[src/rtl/id_ex_stage.sv]
// ID/EX pipeline register with execute-operand forwarding muxes, load-use
// hazard detection, bubble insertion and a saturating load-use bubble counter.
module id_ex_stage #(
   parameter int DATA_W = 32,
   parameter int CNT_W  = 16
) (
   input  logic              clk,
   input  logic              rst_n,
   input  logic              id_valid,
   input  logic [4:0]        id_rs_a,
   input  logic [4:0]        id_rt_a,
   input  logic [4:0]        id_rd_a,
   input  logic              id_uses_rt,
   input  logic [DATA_W-1:0] id_rs_data,
   input  logic [DATA_W-1:0] id_rt_data,
   input  logic [DATA_W-1:0] id_imm,
   input  logic              id_RegWrite,
   input  logic              id_MemRead,
   input  logic              id_MemWrite,
   input  logic              id_ALUSrc,
   input  logic [3:0]        id_alu_op,
   input  logic              flush,
   input  logic              mem_stall,
   input  logic [1:0]        ex_forward_a,
   input  logic [1:0]        ex_forward_b,
   input  logic [DATA_W-1:0] mem_alu_result,
   input  logic [DATA_W-1:0] wb_write_data,
   output logic [4:0]        ex_rs_a,
   output logic [4:0]        ex_rt_a,
   output logic              ex_valid,
   output logic [4:0]        ex_rd_a,
   output logic              ex_RegWrite,
   output logic              ex_MemRead,
   output logic              ex_MemWrite,
   output logic [3:0]        ex_alu_op,
   output logic [DATA_W-1:0] ex_op_a,
   output logic [DATA_W-1:0] ex_op_b,
   output logic [DATA_W-1:0] ex_store_data,
   output logic              stall,
   output logic [CNT_W-1:0]  load_use_count
);

   logic              valid_q,    valid_d;
   logic [4:0]        rs_a_q,     rs_a_d;
   logic [4:0]        rt_a_q,     rt_a_d;
   logic [4:0]        rd_a_q,     rd_a_d;
   logic              regwrite_q, regwrite_d;
   logic              memread_q,  memread_d;
   logic              memwrite_q, memwrite_d;
   logic              alusrc_q,   alusrc_d;
   logic [3:0]        alu_op_q,   alu_op_d;
   logic [DATA_W-1:0] rs_data_q,  rs_data_d;
   logic [DATA_W-1:0] rt_data_q,  rt_data_d;
   logic [DATA_W-1:0] imm_q,      imm_d;
   logic [CNT_W-1:0]  cnt_q,      cnt_d;

   logic              load_use;
   logic              bubble;
   logic [DATA_W-1:0] fwd_rs;
   logic [DATA_W-1:0] fwd_rt;

   // Code 2'b11 is not a legal hazard-unit output; it falls back to the register value.
   function automatic logic [DATA_W-1:0] fwd_sel(
      input logic [1:0]        code,
      input logic [DATA_W-1:0] reg_val,
      input logic [DATA_W-1:0] mem_val,
      input logic [DATA_W-1:0] wb_val
   );
      logic [DATA_W-1:0] r;
      case (code)
         2'b10:   r = mem_val;
         2'b01:   r = wb_val;
         default: r = reg_val;
      endcase
      return r;
   endfunction

   // A bubble has rd = 0, so it can never itself raise a load-use hazard.
   assign load_use = valid_q & memread_q & (rd_a_q != 5'd0) & id_valid &
                     ((rd_a_q == id_rs_a) | (id_uses_rt & (rd_a_q == id_rt_a)));
   assign stall    = load_use | mem_stall;
   assign bubble   = flush | load_use;

   always_comb begin
      valid_d    = valid_q;
      rs_a_d     = rs_a_q;
      rt_a_d     = rt_a_q;
      rd_a_d     = rd_a_q;
      regwrite_d = regwrite_q;
      memread_d  = memread_q;
      memwrite_d = memwrite_q;
      alusrc_d   = alusrc_q;
      alu_op_d   = alu_op_q;
      rs_data_d  = rs_data_q;
      rt_data_d  = rt_data_q;
      imm_d      = imm_q;
      if (!mem_stall) begin
         if (bubble) begin
            valid_d    = 1'b0;
            rs_a_d     = 5'd0;
            rt_a_d     = 5'd0;
            rd_a_d     = 5'd0;
            regwrite_d = 1'b0;
            memread_d  = 1'b0;
            memwrite_d = 1'b0;
            alusrc_d   = 1'b0;
            alu_op_d   = 4'd0;
            rs_data_d  = '0;
            rt_data_d  = '0;
            imm_d      = '0;
         end else begin
            valid_d    = id_valid;
            rs_a_d     = id_rs_a;
            rt_a_d     = id_rt_a;
            rd_a_d     = id_rd_a;
            regwrite_d = id_RegWrite;
            memread_d  = id_MemRead;
            memwrite_d = id_MemWrite;
            alusrc_d   = id_ALUSrc;
            alu_op_d   = id_alu_op;
            rs_data_d  = id_rs_data;
            rt_data_d  = id_rt_data;
            imm_d      = id_imm;
         end
      end
   end

   // Only a bubble caused purely by load-use is counted; flush or freeze suppress it.
   always_comb begin
      cnt_d = cnt_q;
      if (load_use && !mem_stall && !flush && (cnt_q != {CNT_W{1'b1}}))
         cnt_d = cnt_q + 1'b1;
   end

   always_ff @(posedge clk or negedge rst_n) begin
      if (!rst_n) begin
         valid_q    <= 1'b0;
         rs_a_q     <= 5'd0;
         rt_a_q     <= 5'd0;
         rd_a_q     <= 5'd0;
         regwrite_q <= 1'b0;
         memread_q  <= 1'b0;
         memwrite_q <= 1'b0;
         alusrc_q   <= 1'b0;
         alu_op_q   <= 4'd0;
         rs_data_q  <= '0;
         rt_data_q  <= '0;
         imm_q      <= '0;
         cnt_q      <= '0;
      end else begin
         valid_q    <= valid_d;
         rs_a_q     <= rs_a_d;
         rt_a_q     <= rt_a_d;
         rd_a_q     <= rd_a_d;
         regwrite_q <= regwrite_d;
         memread_q  <= memread_d;
         memwrite_q <= memwrite_d;
         alusrc_q   <= alusrc_d;
         alu_op_q   <= alu_op_d;
         rs_data_q  <= rs_data_d;
         rt_data_q  <= rt_data_d;
         imm_q      <= imm_d;
         cnt_q      <= cnt_d;
      end
   end

   assign fwd_rs = fwd_sel(ex_forward_a, rs_data_q, mem_alu_result, wb_write_data);
   assign fwd_rt = fwd_sel(ex_forward_b, rt_data_q, mem_alu_result, wb_write_data);

   assign ex_valid       = valid_q;
   assign ex_rs_a        = rs_a_q;
   assign ex_rt_a        = rt_a_q;
   assign ex_rd_a        = rd_a_q;
   assign ex_RegWrite    = regwrite_q;
   assign ex_MemRead     = memread_q;
   assign ex_MemWrite    = memwrite_q;
   assign ex_alu_op      = alu_op_q;
   assign ex_op_a        = fwd_rs;
   assign ex_store_data  = fwd_rt;
   assign ex_op_b        = alusrc_q ? imm_q : fwd_rt;
   assign load_use_count = cnt_q;

endmodule

[config.mk]
export PLATFORM = sky130hd
export DESIGN_NAME = id_ex_stage
export DESIGN_NICKNAME = d
export VERILOG_FILES = /design/src/rtl/id_ex_stage.sv
export SDC_FILE = /design/constraint.sdc
export NUM_CORES = 1
export LEC_CHECK = 0
export CAP_MARGIN = 40
export CELL_PAD_IN_SITES_DETAIL_PLACEMENT = 0
export CELL_PAD_IN_SITES_GLOBAL_PLACEMENT = 2
export CORE_ASPECT_RATIO = 0.8
export CORE_MARGIN = 3
export CORE_UTILIZATION = 26
export DETAILED_ROUTE_END_ITERATION = 10
export PLACE_DENSITY = 0.91
export SYNTH_ARGS = -nofsm -noshare
export SYNTH_HDL_FRONTEND = slang
export SYNTH_SLANG_ARGS = --single-unit
[constraint.sdc]
create_clock -name clk -period 4.2 [get_ports clk]
set_clock_uncertainty 0.1 [all_clocks]
set_input_delay 0.84 -clock clk [delete_from_list [all_inputs] [get_ports clk]]
set_output_delay 0.84 -clock clk [all_outputs]
set_load 0.01 [all_outputs]
==> flow_summary.ini <==
[floorplanning]
die_w_um = 186.2
die_h_um = 150.2
start_util_pct = 26.56
io_pins = 329
die-area_mm2 = 0.02797
rows = 52
core_mm2 = 0.02544

[synthesis]
syn_nets = 819
ys_warn_count = 0
syn_avg_cell_area_um2 = 10.88
ys_types = 30
synth.area.top_cells = dfrtp_1 (50%), a22o_1 (16%), a22oi_1 (7.1%)
muxShareOfSynthArea_pct = 5.500
synth_top_cell_by_area = dfrtp_1
postSynthCellCount = 621
synth_seq_cells = 136
synth_top_family_by_area = compound AO/OA/AOI/OAI gates
synth_compound_area_share_pct = 28.26
synth_top_area_share_pct = 50.37
synth_simple_gate_area_share_pct = 7.000
syn_area_mm2 = 0.006756
seq_area_frac_synth_pct = 50.37
synthAdderAreaFrac_pct = 0.9259
synthXorXnorAreaFrac_pct = 3.241

[pwr]
p_leak_nw = 4.496
seqPwrFrac_pct = 38.3
intPower_mw = 2.790
power_density_mw_per_mm2 = 349.9
pwr-share-clk_pct = 37.4
power.switching_mw = 1.045
ir_worst_vdd_mv = 0.2554
p_sw_share_pct = 27.24
combPwrFrac_pct = 24.3

[min_path]
hold_class = primary input to async pin

[timing]
fmaxAchievable_mhz = 245.7
worst_pin_slew_ps = 830.3
rsz0062_at_grt = false
slew_viol_final = 0
min_period_ps = 4070
max_slew_margin_pct = 44.65
fin_setup_tns_ps = 0
hold_violations = 0
setup_viol = 0
period_share_pct = 96.91

[clock_network]
postCtsSetupBuffers = 0
ctsHoldBuffers = 0
htreeDepth = 4
cts_tree = built
clk_path_buf_depth = 2
cts_made_buffers = 17
root_buffer = clkbuf_16
cts_resized = 0
cts.clk_slew.worst_paths_ps = 60
cts.sink_count = 136
clock_latency_ps = 410

[route]
first_iter_violations = 335
wl_per_cell_um = 21.26
wl_met1_um = 11470
antenna_left = 0
via_per_inst = 4.954
dr.pass1.iters = 5
drc = 0
routed.top_layer = met5
wl_met3_um = 2254
routed_wl_um = 27450
route.met2.wl_um = 13120
num_vias = 6396

[final_layout]
area_delta_synth_final_pct = 62.20
fin_cells = 1291
final_area_mm2 = 0.01096
fillers = 2386
drive_above_1_share_pct = 9.052
nNetsFinal = 1125

[grt]
grt_max_degree = 121
grt_pass1_wl_um = 40220
antenna_found_initial = 3
grt_usage_pct = 19.03
first_global_vias = 6638
overflow = 0

[flow_run]
max_cap_violations = 0

[critical_path]
cp_max_fo = 20
r2r-start = ex_rd_a[1]$_DFFE_PN0N_
crit_path_start = ex_forward_b[0]
cp.arrival_ps = 3130
startpoint_type = primary input
end_kind = primary output
cp.required_ps = 3260
path_class = primary input to primary output

[placement]
place_hpwl_um = 19740
portBuffers = 328
dpl.cell_count = 1259
place_congestion = 0.8939
place_area_mm2 = 0.01041

[status]
outcome = completed
[layout by cell type (no fill, tap or decap), drive strengths merged]
| cell type | count |
|---|---|
| nand3 | 9 |
| clkdlybuf4s50 | 326 |
| mux2 | 33 |
| a22oi | 64 |
| xnor2 | 25 |
| a21o | 1 |
| clkinv | 4 |
| clkbuf | 23 |
| inv | 4 |
| ha | 5 |
| a21oi | 1 |
| o21ai | 64 |
| a22o | 120 |
| and3 | 5 |
| bufinv | 1 |
| o2111a | 1 |
| o21a | 1 |
| and4 | 2 |
| nor3 | 1 |
| buf | 19 |
| a21boi | 1 |
| diode | 1 |
| nand4 | 9 |
| nor2 | 3 |
| nor4 | 1 |
| o2111ai | 1 |
| nand4b | 2 |
| dfrtp | 136 |
| o22ai | 1 |
| or4 | 1 |
| nand2 | 70 |
| clkinvlp | 3 |
| and2 | 2 |
[layout make-up]
cell class / instances / area, um^2 / share of cell area, %
timing repair buffer: 345 / 3497 / 31.91
sequential: 136 / 3405 / 31.07
multi-input combinational: 423 / 3050 / 27.83
clock buffer: 23 / 478.0 / 4.361
tap: 351 / 439.2 / 4.007
clock inverter: 8 / 72.57 / 0.6622
inverter: 4 / 15.01 / 0.1370
antenna: 1 / 2.502 / 0.02283
[path summary, 6_finish.rpt]
kind                                              to  slack, ps  cells after the start
max in group asynchronous  rs_data_q[18]$_DFFE_PN0N_       2860                      2
max reg2reg                 rs_data_q[0]$_DFFE_PN0N_       1600                      5
max                                      ex_op_b[16]        130                      8
min                         rs_data_q[0]$_DFFE_PN0N_        330                      1
min in group clk               imm_q[13]$_DFFE_PN0N_        400                      1
min reg2reg                    imm_q[13]$_DFFE_PN0N_        400                      1
[critical path, stage by stage]
cell	delay [ps]
clkdlybuf4s50_1	450
inv_1	80
ha_2	380
buf_12	210
a22oi_1	110
o21ai_0	290
mux2_2	220
clkdlybuf4s50_1	530
[synthesized netlist by cell type]
| cell type | number |
|---|---|
| a21boi_2 | 1 |
| a21o_1 | 1 |
| a21oi_1 | 1 |
| a22o_1 | 120 |
| a22oi_1 | 64 |
| and2_1 | 2 |
| and3_1 | 5 |
| and4_1 | 2 |
| buf_1 | 1 |
| buf_2 | 2 |
| buf_6 | 11 |
| clkbuf_1 | 44 |
| dfrtp_1 | 136 |
| ha_1 | 5 |
| inv_1 | 4 |
| mux2_2 | 33 |
| nand2_1 | 70 |
| nand3_1 | 9 |
| nand4_1 | 9 |
| nand4b_1 | 2 |
| nor2_1 | 3 |
| nor3_1 | 1 |
| nor4_1 | 1 |
| o2111a_1 | 1 |
| o2111ai_1 | 1 |
| o21a_1 | 1 |
| o21ai_0 | 64 |
| o22ai_1 | 1 |
| or4_1 | 1 |
| xnor2_1 | 25 |
[layer usage]
| metal | GRT usage, % | vias to the layer above |
|---|---|---|
| met4 | 5.955 | 4 |
| li1 | - | 2973 |
| met1 | 23.70 | 3123 |
| met2 | 31.40 | 257 |
| met5 | 0 | - |
| met3 | 6.208 | 39 |
[logic make-up (layout without fill, tap and decap cells)]
kind of cell    after synthesis  after routing
fa+ha+maj                     5              5
other cells                   0              1
compound gates              255            255
flops                       136            136
xor+xnor                     25             25
buf+inv                      62            380
simple gates                105            105
mux                          33             33
[sequential cells by signal (all words and copies together), names as in the netlist, 4 cells and up]
| signal | cells |
|---|---|
| rt_data_q | 32 |
| ex_alu_op | 4 |
| rs_data_q | 32 |
| load_use_count | 16 |
| imm_q | 32 |
| ex_rd_a | 5 |
| ex_rt_a | 5 |
| ex_rs_a | 5 |
[power by group through the flow]
| stage | sequential (mW) | combinational [mW] | clock [mW] |
|---|---|---|---|
| after floorplan | 1.47 | 0.364 | 0 |
| after global placement | 1.49 | 0.937 | 0 |
| after detailed placement | 1.49 | 0.939 | 0 |
| after CTS | 1.47 | 0.943 | 1.49 |
| after global routing | 1.48 | 0.998 | 1.54 |
| final | 1.47 | 0.931 | 1.44 |
[stage by stage]
stage | utilization [%] | hold slack [ps] | power [mW] | setup WS, ps
after floorplan | - | 367.3 | 1.835 | 1119
after global placement | 40.91 | 377.3 | 2.425 | 175.0
after CTS | 43.07 | 358.0 | 3.896 | 94.62
final | 43.08 | 334.3 | 3.835 | 129.7
after global routing | 43.08 | 373.2 | 4.019 | 3.102
after detailed placement | 40.91 | 384.8 | 2.427 | 118.3
Note: power is estimated with default switching activity, not from simulation.
